$ cat src/rtl/prog_loader.sv
// Boot-time program loader: assembles big-endian words from a byte stream,
// fills instruction memory up to a HALT word, then a counted data section.
module prog_loader #(
  parameter int          IMEM_DEPTH = 200,
  parameter int          DMEM_DEPTH = 10000,
  parameter logic [31:0] HALT_WORD  = 32'hffffffff,
  parameter int          IA_W       = 8,
  parameter int          DA_W       = 14
) (
  input  logic            clk,
  input  logic            rstn,
  input  logic            start,
  input  logic [7:0]      in_data,
  input  logic            in_valid,
  output logic            in_ready,
  output logic            imem_we,
  output logic [IA_W-1:0] imem_addr,
  output logic [31:0]     imem_wdata,
  output logic            dmem_we,
  output logic [DA_W-1:0] dmem_addr,
  output logic [31:0]     dmem_wdata,
  output logic            cpu_run,
  output logic            err,
  output logic [IA_W-1:0] inst_count
);

  typedef enum logic [2:0] {S_INST, S_DCNT, S_DATA, S_DONE, S_ERR} state_t;

  state_t          r_state;
  logic [1:0]      r_byte_cnt;
  logic [23:0]     r_word;
  logic [IA_W-1:0] r_iptr;
  logic [DA_W-1:0] r_dptr;
  logic [DA_W-1:0] r_remain;

  logic        w_accept;
  logic        w_word_done;
  logic [31:0] w_word;

  assign w_accept    = in_valid & in_ready;
  assign w_word_done = w_accept && (r_byte_cnt == 2'd3);
  assign w_word      = {r_word, in_data};

  // NOTE: all state here is non-blocking; the target memories live outside,
  // so nothing large needs (or gets) a reset.
  always_ff @(posedge clk or negedge rstn) begin
    if (!rstn) begin
      r_state    <= S_INST;
      r_byte_cnt <= '0;
      r_word     <= '0;
      r_iptr     <= '0;
      r_dptr     <= '0;
      r_remain   <= '0;
      in_ready   <= 1'b0;
      imem_we    <= 1'b0;
      imem_addr  <= '0;
      imem_wdata <= '0;
      dmem_we    <= 1'b0;
      dmem_addr  <= '0;
      dmem_wdata <= '0;
      cpu_run    <= 1'b0;
      err        <= 1'b0;
      inst_count <= '0;
    end else begin
      imem_we <= 1'b0;
      dmem_we <= 1'b0;
      case (r_state)
        S_DONE, S_ERR: begin
          if (start) begin
            r_state    <= S_INST;
            r_byte_cnt <= '0;
            r_word     <= '0;
            r_iptr     <= '0;
            r_dptr     <= '0;
            r_remain   <= '0;
            in_ready   <= 1'b1;
            imem_addr  <= '0;
            dmem_addr  <= '0;
            cpu_run    <= 1'b0;
            err        <= 1'b0;
            inst_count <= '0;
          end else begin
            in_ready <= 1'b0;
            cpu_run  <= (r_state == S_DONE);
            err      <= (r_state == S_ERR);
          end
        end
        default: begin
          // Terminal transitions below override this so no byte slips into DONE/ERR.
          in_ready <= 1'b1;
          if (w_accept) begin
            r_byte_cnt <= r_byte_cnt + 2'd1;
            r_word     <= {r_word[15:0], in_data};
          end
          if (w_word_done) begin
            case (r_state)
              S_INST: begin
                imem_we    <= 1'b1;
                imem_addr  <= r_iptr;
                imem_wdata <= w_word;
                r_iptr     <= r_iptr + 1'b1;
                inst_count <= inst_count + 1'b1;
                if (w_word == HALT_WORD) begin
                  r_state <= S_DCNT;
                end else if (r_iptr == IA_W'(IMEM_DEPTH - 1)) begin
                  r_state  <= S_ERR;
                  err      <= 1'b1;
                  in_ready <= 1'b0;
                end
              end
              S_DCNT: begin
                if (w_word == 32'd0) begin
                  r_state  <= S_DONE;
                  in_ready <= 1'b0;
                end else if (w_word > 32'(DMEM_DEPTH)) begin
                  r_state  <= S_ERR;
                  err      <= 1'b1;
                  in_ready <= 1'b0;
                end else begin
                  r_remain  <= w_word[DA_W-1:0];
                  r_dptr    <= '0;
                  dmem_addr <= '0;
                  r_state   <= S_DATA;
                end
              end
              S_DATA: begin
                dmem_we    <= 1'b1;
                dmem_addr  <= r_dptr;
                dmem_wdata <= w_word;
                r_dptr     <= r_dptr + 1'b1;
                r_remain   <= r_remain - 1'b1;
                if (r_remain == DA_W'(1)) begin
                  r_state  <= S_DONE;
                  in_ready <= 1'b0;
                end
              end
              default: ;
            endcase
          end
        end
      endcase
    end
  end

endmodule

$ cat config.mk
export PLATFORM = sky130hd
export DESIGN_NAME = prog_loader
export DESIGN_NICKNAME = d
export VERILOG_FILES = /design/src/rtl/prog_loader.sv
export SDC_FILE = /design/constraint.sdc
export NUM_CORES = 1
export LEC_CHECK = 0
export CAP_MARGIN = 10
export CORE_MARGIN = 8
export CORE_UTILIZATION = 30
export DETAILED_ROUTE_END_ITERATION = 10
export PLACE_DENSITY = 0.6
export SLEW_MARGIN = 10
export SYNTH_ARGS = -nofsm -noshare
export SYNTH_HDL_FRONTEND = slang
export SYNTH_SLANG_ARGS = --single-unit
$ cat constraint.sdc
create_clock -name clk -period 2.13 [get_ports clk]
set_clock_uncertainty 0.2 [all_clocks]
set_input_delay 0.426 -clock clk [delete_from_list [all_inputs] [get_ports clk]]
set_output_delay 0.426 -clock clk [all_outputs]
set_load 0.01 [all_outputs]
==> reports/results.tsv <==
stage	metric	value	unit
sta	worstMarginPinSlew	500	ps
placed_design	dp.cells	1273	
run	maxCapViolCount	0	
worst_setup_path	crit_fanout	6	
worst_setup_path	path_cells	ha_2, nand3_1, o21ai_0, buf_4, a211oi_4, clkdlybuf4s15_2, o31ai_4, o21ai_1	
finish	multi_input_area	0.00322	mm2
worst_setup_path	r2r_slack	-150	ps
logic_synthesis	synth_fp_nets	791	
logic_synthesis	synth_ff_type	dfrtp_1	
clock_network	htreeDepth	4	
clock_network	clockBufferDepth	2	
logic_synthesis	yosysSeqAreaShare	56.4	%
clock_network	cts_root_buf	clkbuf_16	
worst_setup_path	slowest_stage	dfrtp_1	
floorplanning	io_pins	111	
drt	wl	22700	um
logic_synthesis	synthArstFlopShare	100	%
worst_setup_path	cp_top_family	compound AO/OA/AOI/OAI gates	
clock_network	cts_tree	yes	
finish	final_nets	995	
logic_synthesis	synth_edf_count	0	
logic_synthesis	synth_seq_cells	164	
worst_hold_path	hp-start	in_data[1]	
power	pwr-share-seq	43.0	%
finish	stdcell_count	1314	
power	p_comb_share	21.5	%
power	ir_worst_vdd	0.000683	V
worst_setup_path	setup.worst_path.start_class	register	
placed_design	gp_congestion	0.836	
floorplanning	die_area	0.0295	mm2
logic_synthesis	synthAdderAreaFrac	1.17	%
sta	fin_crit_sh	107	%
logic_synthesis	synth.area.mux_share	0.430	%
worst_hold_path	hold_depth	3	
power	p_switching	2.69	mW
finish	mostFrequentLayoutCells	nand2_1, dfrtp_1, clkdlybuf4s50_1, buf_4, a22o_1	
global_routing	grt_max_degree	46	
run_status	status	finished with violations	
floorplanning	core_area	0.0240	mm2
placed_design	post-dp-hpwl	15900	um
global_routing	grt_pass1_vias	6407	
clock_network	cts.sinks	164	
worst_setup_path	reg2reg_depth	8	
logic_synthesis	syn_inst	773	
power	p_int	6.35	mW
sta	layout_min_cycle_time	2280	ps
logic_synthesis	synth-compound-area-share	14.1	%
floorplanning	die_y	172	um
worst_setup_path	cp-end-kind	register	
sta	rsz0062_at_grt	true	
global_routing	gr-total-overflow	0	
run_status	failed_checks	negative setup slack	
sta	fmax	439	MHz
sta	setup_viol	43	
worst_setup_path	r2r-start	r_byte_cnt[0]	
power	powerDensity	856	mW/mm2
floorplanning	die_w	172	um
finish	final-seq-area	0.00411	mm2
power	switching_share	29.8	%
power	clock_power_share	35.5	%
sta	setup_tns	-3380	ps
drt	drc_errors	0	
drt	wl_per_cell	17.3	um
finish	drive_gt1_share	20.6	%
global_routing	grt.total_usage	15.7	%
logic_synthesis	yosys.area_share.simple	23.4	%
drt	vias_per_cell	4.89	
placed_design	port_buffers	110	
logic_synthesis	syn-cell-area	0.00727	mm2
logic_synthesis	synth_xor_area_share	1.45	%
global_routing	grt_pass1_wl	36200	um
floorplanning	start_util	30.3	%
sta	hold_violations	0	
power	p_leak	4.98	nW
clock_network	cts-buffers-inserted	17	
sta	setup_slack	-149	ps
logic_synthesis	synth.distinct_cells	56	
logic_synthesis	avgSynthCellArea	9.41	um2
finish	antenna_cells	0	
drt	ant_nets	0	
drt	firstDrtPassIters	5	
logic_synthesis	synth_top_family_by_area	simple AND/OR/NAND/NOR gates	
drt	drt-initial-drc-count	447	
worst_hold_path	min_to	dmem_wdata[1]	
worst_setup_path	critPathBufInv	2	
worst_setup_path	max_stage_delay	370	ps
sta	maxSlewViolCount	0	
worst_setup_path	crit_type	register to register	
finish	fillers	2326	
placed_design	pre_cts_slack	-653	ps
worst_setup_path	cp.required	2240	ps
worst_hold_path	worstHoldPathType	input pin to register	
clock_network	clock_latency	440	ps
clock_network	clk_pin_slew	70	ps
floorplanning	fp-row-count	57	
finish	layout_commonest_cell	nand2_1	
finish	syn_to_final_growth	45.3	%
drt	routed-via-count	6427	
global_routing	antenna_found_initial	0	
worst_setup_path	r2r-end	r_dptr[7]	
sta	relSlewSlack	66.6	%
worst_setup_path	arrival	2390	ps
logic_synthesis	ys_warn_count	0	
[stage by stage]
| stage | total power, mW | hold WS, ps | area (um2) | utilization (%) |
|---|---|---|---|---|
| floorplan | 4.57 | -69.6 | 7300 | - |
| global placement | 5.84 | 211 | 9580 | 39.8 |
| CTS | 9.11 | 279 | 10300 | 42.9 |
| global route | 9.53 | 176 | 10600 | 44.0 |
| detailed placement | 5.84 | 210 | 9580 | 39.8 |
| finish | 9.04 | 189 | 10600 | 44.0 |
[power groups by stage]
stage | Sequential, mW | Combinational [mW] | Clock (mW)
after global placement | 3.92 | 1.92 | 0
final | 3.89 | 1.94 | 3.21
after CTS | 3.88 | 1.96 | 3.27
after detailed placement | 3.91 | 1.93 | 0
after floorplan | 4.07 | 0.507 | 0
after global routing | 3.95 | 2.14 | 3.44
[registers in the layout (all words and copies together) (netlist names)]
register / flops
cpu_run: 1
dmem_addr: 14
dmem_wdata: 32
dmem_we: 1
err: 1
imem_addr: 8
imem_wdata: 32
imem_we: 1
in_ready: 1
inst_count: 8
r_byte_cnt: 2
r_dptr: 14
r_iptr: 8
r_remain: 14
r_state: 3
r_word: 24
[per-layer routing]
metal,wire length [um],global-route usage [%],vias to the layer above
met2,10700,24.6,135
met5,0,0,-
met4,226,3.63,0
met3,1450,4.96,17
li1,-,-,3108
met1,10300,20.9,3167
[worst max-delay path by stage]
stage                  start      endpoint  depth (start not counted)
2_1_floorplan      r_word[0]   r_remain[0]                          8
3_3_place_gp      in_data[7]    r_state[0]                          8
3_5_place_dp      in_data[5]    r_state[0]                          7
4_1_cts           r_word[20]  r_remain[11]                          9
5_1_grt        r_byte_cnt[0]    r_dptr[11]                          8
6_report       r_byte_cnt[0]     r_dptr[7]                          8
[layout make-up]
cell class                 count  area share (%)
sequential                   164            38.9
multi-input combinational    557            30.4
timing repair buffer         230            20.8
clock buffer                  17            4.03
tap                          324            3.84
clock inverter                15            1.80
inverter                       7           0.249
[cell usage after synthesis, types with 2 or more instances]
| cell type | n | area share, % |
|---|---|---|
| nand2_1 | 247 | 13 |
| dfrtp_1 | 164 | 56 |
| o21ai_0 | 51 | 3.5 |
| a22o_1 | 41 | 4.9 |
| nor2_1 | 39 | 2.0 |
| clkbuf_1 | 33 | 1.7 |
| nand3_1 | 30 | 2.1 |
| a21oi_1 | 17 | 1.2 |
| nand4_1 | 15 | 1.3 |
| nor4_1 | 14 | 1.2 |
| nor3_1 | 13 | 0.89 |
| xor2_1 | 11 | 1.3 |
| o31ai_1 | 9 | 0.93 |
| buf_2 | 8 | 0.55 |
| and3_1 | 7 | 0.60 |
| inv_1 | 7 | 0.36 |
| a31oi_1 | 6 | 0.52 |
| ha_1 | 6 | 1.0 |
| a211o_1 | 3 | 0.36 |
| a211oi_1 | 3 | 0.31 |
| o311ai_0 | 3 | 0.36 |
| or3_1 | 3 | 0.26 |
| a22oi_1 | 2 | 0.21 |
| and4_1 | 2 | 0.24 |
| buf_1 | 2 | 0.10 |
| buf_6 | 2 | 0.31 |
| mux2i_1 | 2 | 0.28 |
| nor3b_1 | 2 | 0.21 |
| o211ai_1 | 2 | 0.21 |
| o22ai_1 | 2 | 0.17 |
| or4_1 | 2 | 0.21 |
[timing repair]
item / CTS / global route
gates resized for setup: 29 / 67
hold buffers: 1 / 0
setup buffers: 1 / 5
gates cloned: 1 / 1
pin swaps: 7 / 16
setup endpoints to repair: 73 / 56
endpoints found under the hold margin: 40 / 0
[worst min-delay path: stages]
cell and delay (ps):
dlymetal6s2s_1 170, nand2_1 120, nand2_1 60
[logic make-up (layout without fill, tap and decap cells)]
logic type	count (synthesis)	in the layout
xor gates and xnor gates	12	12
adders and majority gates	7	7
DFF	164	164
buffers and inverters	52	269
and+or+nand+nor	386	386
AOI/OAI and AO/OA	149	149
muxes	3	3
(Power assumes the default switching activity.)
